[src/rtl/sr_pulse_driver_if.sv]
// sr_pulse_driver_if: button inputs and SR pulse outputs of the pulse driver
interface sr_pulse_driver_if;
    logic set_btn, reset_btn, S, R, q_model, busy, conflict;
    modport master(output set_btn, reset_btn, input S, R, q_model, busy, conflict);
    modport slave(input set_btn, reset_btn, output S, R, q_model, busy, conflict);
endinterface

[src/rtl/sr_pulse_driver.sv]
// sr_pulse_driver: sync + debounce two buttons into clean S/R pulses for an SR flip-flop
// Index 0 of the per-input vectors is set, index 1 is reset.
module sr_pulse_driver #(
    parameter int DEBOUNCE_CYCLES = 4,
    parameter int PULSE_CYCLES = 1,
    parameter int CONFLICT_MODE = 0
) (
    input logic clk,
    input logic rst_n,
    sr_pulse_driver_if.slave bus
);
    typedef enum logic [1:0] {IDLE, PULSE, HOLDOFF} state_t;
    state_t state, state_n;
    logic [1:0] sync1, sync2, deb, pend, rise, clr;
    logic [1:0][7:0] dcnt;
    logic [3:0] pcnt, pcnt_n;
    logic act, act_n, q, q_n, conf, conf_n;
    always_comb begin
        for (int i = 0; i < 2; i++)
            rise[i] = sync2[i] & ~deb[i] & (dcnt[i] == 8'(DEBOUNCE_CYCLES - 1));
    end
    always_ff @(posedge clk or negedge rst_n) begin
        if (!rst_n) begin
            sync1 <= '0;
            sync2 <= '0;
            deb <= '0;
            dcnt <= '0;
            pend <= '0;
        end else begin
            sync1 <= {bus.reset_btn, bus.set_btn};
            sync2 <= sync1;
            for (int i = 0; i < 2; i++) begin
                if (sync2[i] == deb[i]) dcnt[i] <= '0;
                else if (rise[i] || dcnt[i] == 8'(DEBOUNCE_CYCLES - 1)) begin
                    deb[i] <= ~deb[i];
                    dcnt[i] <= '0;
                end else dcnt[i] <= dcnt[i] + 8'd1;
            end
            // a rise landing on the same edge as a clear survives as a new request
            pend <= (pend & ~clr) | rise;
        end
    end
    always_ff @(posedge clk or negedge rst_n) begin
        if (!rst_n) begin
            state <= IDLE;
            pcnt <= '0;
            act <= 1'b0;
            q <= 1'b0;
            conf <= 1'b0;
        end else begin
            state <= state_n;
            pcnt <= pcnt_n;
            act <= act_n;
            q <= q_n;
            conf <= conf_n;
        end
    end
    always_comb begin
        state_n = state;
        pcnt_n = pcnt;
        act_n = act;
        q_n = q;
        conf_n = 1'b0;
        clr = 2'b00;
        case (state)
            IDLE: begin
                if (pend != 2'b00) begin
                    clr = pend;
                    conf_n = &pend;
                    act_n = (&pend) ? (CONFLICT_MODE == 1) : pend[0];
                    if (!(&pend) || CONFLICT_MODE != 2) begin
                        state_n = PULSE;
                        pcnt_n = 4'(PULSE_CYCLES - 1);
                        q_n = act_n;
                    end
                end
            end
            PULSE: begin
                state_n = (pcnt == 4'd0) ? HOLDOFF : PULSE;
                pcnt_n = (pcnt == 4'd0) ? pcnt : pcnt - 4'd1;
            end
            default: state_n = IDLE;
        endcase
    end
    assign bus.S = (state == PULSE) & act;
    assign bus.R = (state == PULSE) & ~act;
    assign bus.busy = state != IDLE;
    assign bus.q_model = q;
    assign bus.conflict = conf;
endmodule
[src/flat_wrapper.sv]
// flat-port wrapper written by rule: the top's interface ports become plain ports
module sr_pulse_driver_flat 
#(
    parameter int DEBOUNCE_CYCLES = 4,
    parameter int PULSE_CYCLES = 1,
    parameter int CONFLICT_MODE = 0
)
  (clk, rst_n, bus_set_btn, bus_reset_btn, bus_S, bus_R, bus_q_model, bus_busy, bus_conflict);
  sr_pulse_driver_if bus_i ();
  input logic clk;
  input logic rst_n;
  input wire logic [$bits(bus_i.set_btn)-1:0] bus_set_btn;
  input wire logic [$bits(bus_i.reset_btn)-1:0] bus_reset_btn;
  output wire logic [$bits(bus_i.S)-1:0] bus_S;
  output wire logic [$bits(bus_i.R)-1:0] bus_R;
  output wire logic [$bits(bus_i.q_model)-1:0] bus_q_model;
  output wire logic [$bits(bus_i.busy)-1:0] bus_busy;
  output wire logic [$bits(bus_i.conflict)-1:0] bus_conflict;
  assign bus_i.set_btn = bus_set_btn;
  assign bus_i.reset_btn = bus_reset_btn;
  assign bus_S = bus_i.S;
  assign bus_R = bus_i.R;
  assign bus_q_model = bus_i.q_model;
  assign bus_busy = bus_i.busy;
  assign bus_conflict = bus_i.conflict;
  sr_pulse_driver #(.DEBOUNCE_CYCLES(DEBOUNCE_CYCLES), .PULSE_CYCLES(PULSE_CYCLES), .CONFLICT_MODE(CONFLICT_MODE)) u_core (.clk(clk), .rst_n(rst_n), .bus(bus_i));
endmodule
[config.mk]
export PLATFORM = sky130hd
export DESIGN_NAME = sr_pulse_driver_flat
export DESIGN_NICKNAME = d
export VERILOG_FILES = /design/src/rtl/sr_pulse_driver_if.sv /design/src/rtl/sr_pulse_driver.sv /design/src/flat_wrapper.sv
export SDC_FILE = /design/constraint.sdc
export NUM_CORES = 1
export LEC_CHECK = 0
export BUFFER_PORTS_ARGS = -buffer_cell sky130_fd_sc_hd__buf_2
export CORE_UTILIZATION = 58
export CTS_BUF_LIST = sky130_fd_sc_hd__clkbuf_16
export DETAILED_ROUTE_END_ITERATION = 10
export PLACE_DENSITY = 0.88
export SKIP_CTS_REPAIR_TIMING = 1
export SYNTH_ARGS = -nofsm -noshare
export SYNTH_HDL_FRONTEND = slang
export SYNTH_SLANG_ARGS = --single-unit
[constraint.sdc]
create_clock -name clk -period 1.7 [get_ports clk]
set_input_delay 0.34 -clock clk [delete_from_list [all_inputs] [get_ports clk]]
set_output_delay 0.34 -clock clk [all_outputs]
set_load 0.02 [all_outputs]
==> impl_results.md <==
* R2R setup slack at just under 0.1 ns
* Clock latency on the worst-skew pair at roughly 0.28 ns
* TritonRoute pass-1 iters at 4
* Die height at approximately 53 µm
* # diodes at 0
* Placed inst area at between 1500 and 2000 µm²
* Path depth of the worst reg2reg path at 3
* Critical path origin: u_core.dcnt[5]
* Min Tclk post-route at 1.60 ns
* Yosys warnings at 0
* Max Root-Sink Buffers at 2
* Post-synth ARST share at 100%
* Setup TNS at 0 ns
* Min-Delay Path Class: primary input to async pin
* Routed WL per cell at 14.8 µm
* EDFF count, synth at 0
* Yosys reg bits at 32
* First-pass GRT wire length at approximately 4.5 mm
* Leak at 0.000776 µW
* Outcome: finished clean
* Slowest-stage cell, CP: or4_4
* Die footprint at ~2800 µm²
* Sinks on Clock Net at 32
* Syn nets at between 100 and 150
* Setup crit end kind: register
* Worst-margin pin slew at 0.703 ns
* Ys flop type: dfrtp_1
* Fmax at between 600 and 700 MHz
* Total GRT Usage at approximately a quarter
* Total gr overflow at 0
* Core ar. at around 2300 µm²
* Clock skew at between 0.008 and 0.009 ns
* Placed Instances at 171
* FF-to-FF End: u_core.dcnt[2]
* Max Fanout on Critical Path at 6
* DRT iter0 DRCs at 20
* Share of cells above drive strength 1 at 14.7%
* Clock slew at the register clock pins of the worst setup and hold paths at about 0.05 ns
* Input/output buffers at 8
* Setup violators final at 0
* Synth Area per Inst at between 10 and 15 µm²
* Most frequent cells in the layout: dfrtp_1, nor2_1, inv_1, o21ai_0, a21oi_1
* Largest stage delay, worst path at 0.60 ns
* GPL Wtd Cong at 0.837
* Commonest non-fill, non-tap cell in the layout: dfrtp_1
* Largest net degree at the start of global routing at 33
* Row cnt at 17
* RSZ-0062 raised after global routing: false
* Post-synth cell types at 31
* Nets at 160
* Max-slew headroom at 53.1%
* Fin. max-slew vios at 0
* Post-route insts no fill at ~180
* Critical Path Start Type: register
* Worst vdd ir at 1.07 mV
* Antenna violations before repair at 0
* Layout area overhead at 13.2%
* I/O pin count at 9
* Post-Syn Area at approximately 1500 µm²
* Kind of critical path: register to register
* Max_cap viols at 0
* Post-DRT Antenna Nets at 0
* Cells after Synth at 136
* DR vias/cell at about 5.9
* CTS root buf: clkbuf_16
* DRT Wirelength at around 2.6 mm
* WP data arrival at roughly 1.7 ns
* Pwr Total at 2250 µW
* Dpl hpwl at 1.76 mm
* Initial core utilization at 64.0%
* Vias post-DR at approximately 1,000
* Vias in the first global route at 998
* Final instance area at 1680 µm²
* Sequential fraction of the synthesis area at 54.0%
* Cts bufs inserted at 5
* Filler cell count at 159
* Hold Violations, Final at 0
* H-Tree Depth at 2
* Critical path data required time at between 1.5 and 2 ns
* RR Startpoint: u_core.dcnt[5]
* Final period util at 94.3%
* CP cell instances: or4_4 -> o31ai_4 -> a21oi_1
* CTS tree: done
* PwrDens at around 1300 nW/µm²
* DRC at 0
* Die width at 52.6 µm
-- where the power goes --
part	leakage [µW]	switching (µW)	internal, µW
logic	0.000277	313	178
clock network	0.0000709	293	523
registers	0.000428	76.1	866
-- cell families after synthesis --
group	after synthesis	share of synthesized area [%]
multiplexers	2	1.35
buffers and inverters	12	3.71
flip-flops	32	54.0
AND/OR/NAND/NOR	51	20.1
adder cells (fa/ha/maj)	6	5.06
AO/OA/AOI/OAI	27	12.3
XOR/XNOR	6	3.54
-- synth_stat cells, types with 2 or more instances --
master | number | area (µm²)
xor2_1 | 4 | 35.0
mux2i_1 | 2 | 20.0
or4_4 | 2 | 22.5
dfrtp_1 | 32 | 801
nand2_1 | 5 | 18.8
nand2b_1 | 5 | 31.3
o31ai_4 | 2 | 42.5
or3_1 | 5 | 31.3
a21oi_1 | 10 | 50.1
nor3_1 | 4 | 20.0
inv_1 | 11 | 41.3
o21ai_0 | 10 | 50.1
nor2_1 | 12 | 45.0
xnor2_1 | 2 | 17.5
nand3_1 | 8 | 40.0
nand4_1 | 2 | 12.5
ha_1 | 6 | 75.1
-- worst max-delay path: cells and delay by family, from the launching register on --
kind / cells / cell delay (ns)
AND/OR/NAND/NOR: 1 / 0.60
AO/OA/AOI/OAI: 2 / 0.46
flip-flops: 1 / 0.42
-- how the worst max path moves through the flow --
| stage | endpoint | slack (ns) |
|---|---|---|
| floorplan | u_core.dcnt[2] | 0.24 |
| global placement | u_core.dcnt[2] | 0.18 |
| detailed placement | u_core.dcnt[2] | 0.13 |
| CTS | bus_busy | 0.10 |
| global route | u_core.pcnt[2] | 0.03 |
| finish | u_core.dcnt[2] | 0.1 |
-- flip-flops by register name, summed over array words and instances, names as in the netlist --
name and flops:
u_core.bus.conflict 1, u_core.pcnt 4, u_core.act 1, u_core.pend 2
u_core.sync2 2, u_core.dcnt 16, u_core.deb 2, u_core.sync1 2
u_core.state 2
-- metrics by stage --
| stage | setup WS (ns) | hold WS [ns] | util [%] |
|---|---|---|---|
| 4_1_cts | 0.102 | 0.127 | 72.4 |
| 5_1_grt | 0.0348 | 0.163 | 72.4 |
| 2_1_floorplan | 0.241 | 0.0444 | - |
| 6_report | 0.0977 | 0.108 | 72.4 |
| 3_5_place_dp | 0.131 | 0.336 | 66.6 |
| 3_3_place_gp | 0.178 | 0.334 | 66.6 |
-- area by class of cell --
type,count,area [µm²],area share [%]
clock buffer,5,125,7.45
inverter,11,41.3,2.46
timing repair buffer,8,40.0,2.38
tap,28,35.0,2.09
clock inverter,2,8.76,0.522
multi-input combinational,92,628,37.4
sequential,32,801,47.7
-- layer usage --
metal	part of all wire [%]	track usage, %
met1	47	30.4
met5	0	0
met2	47	35.0
met4	2.0	14.0
met3	4.4	9.57
Power figures use the tool's default switching activity.
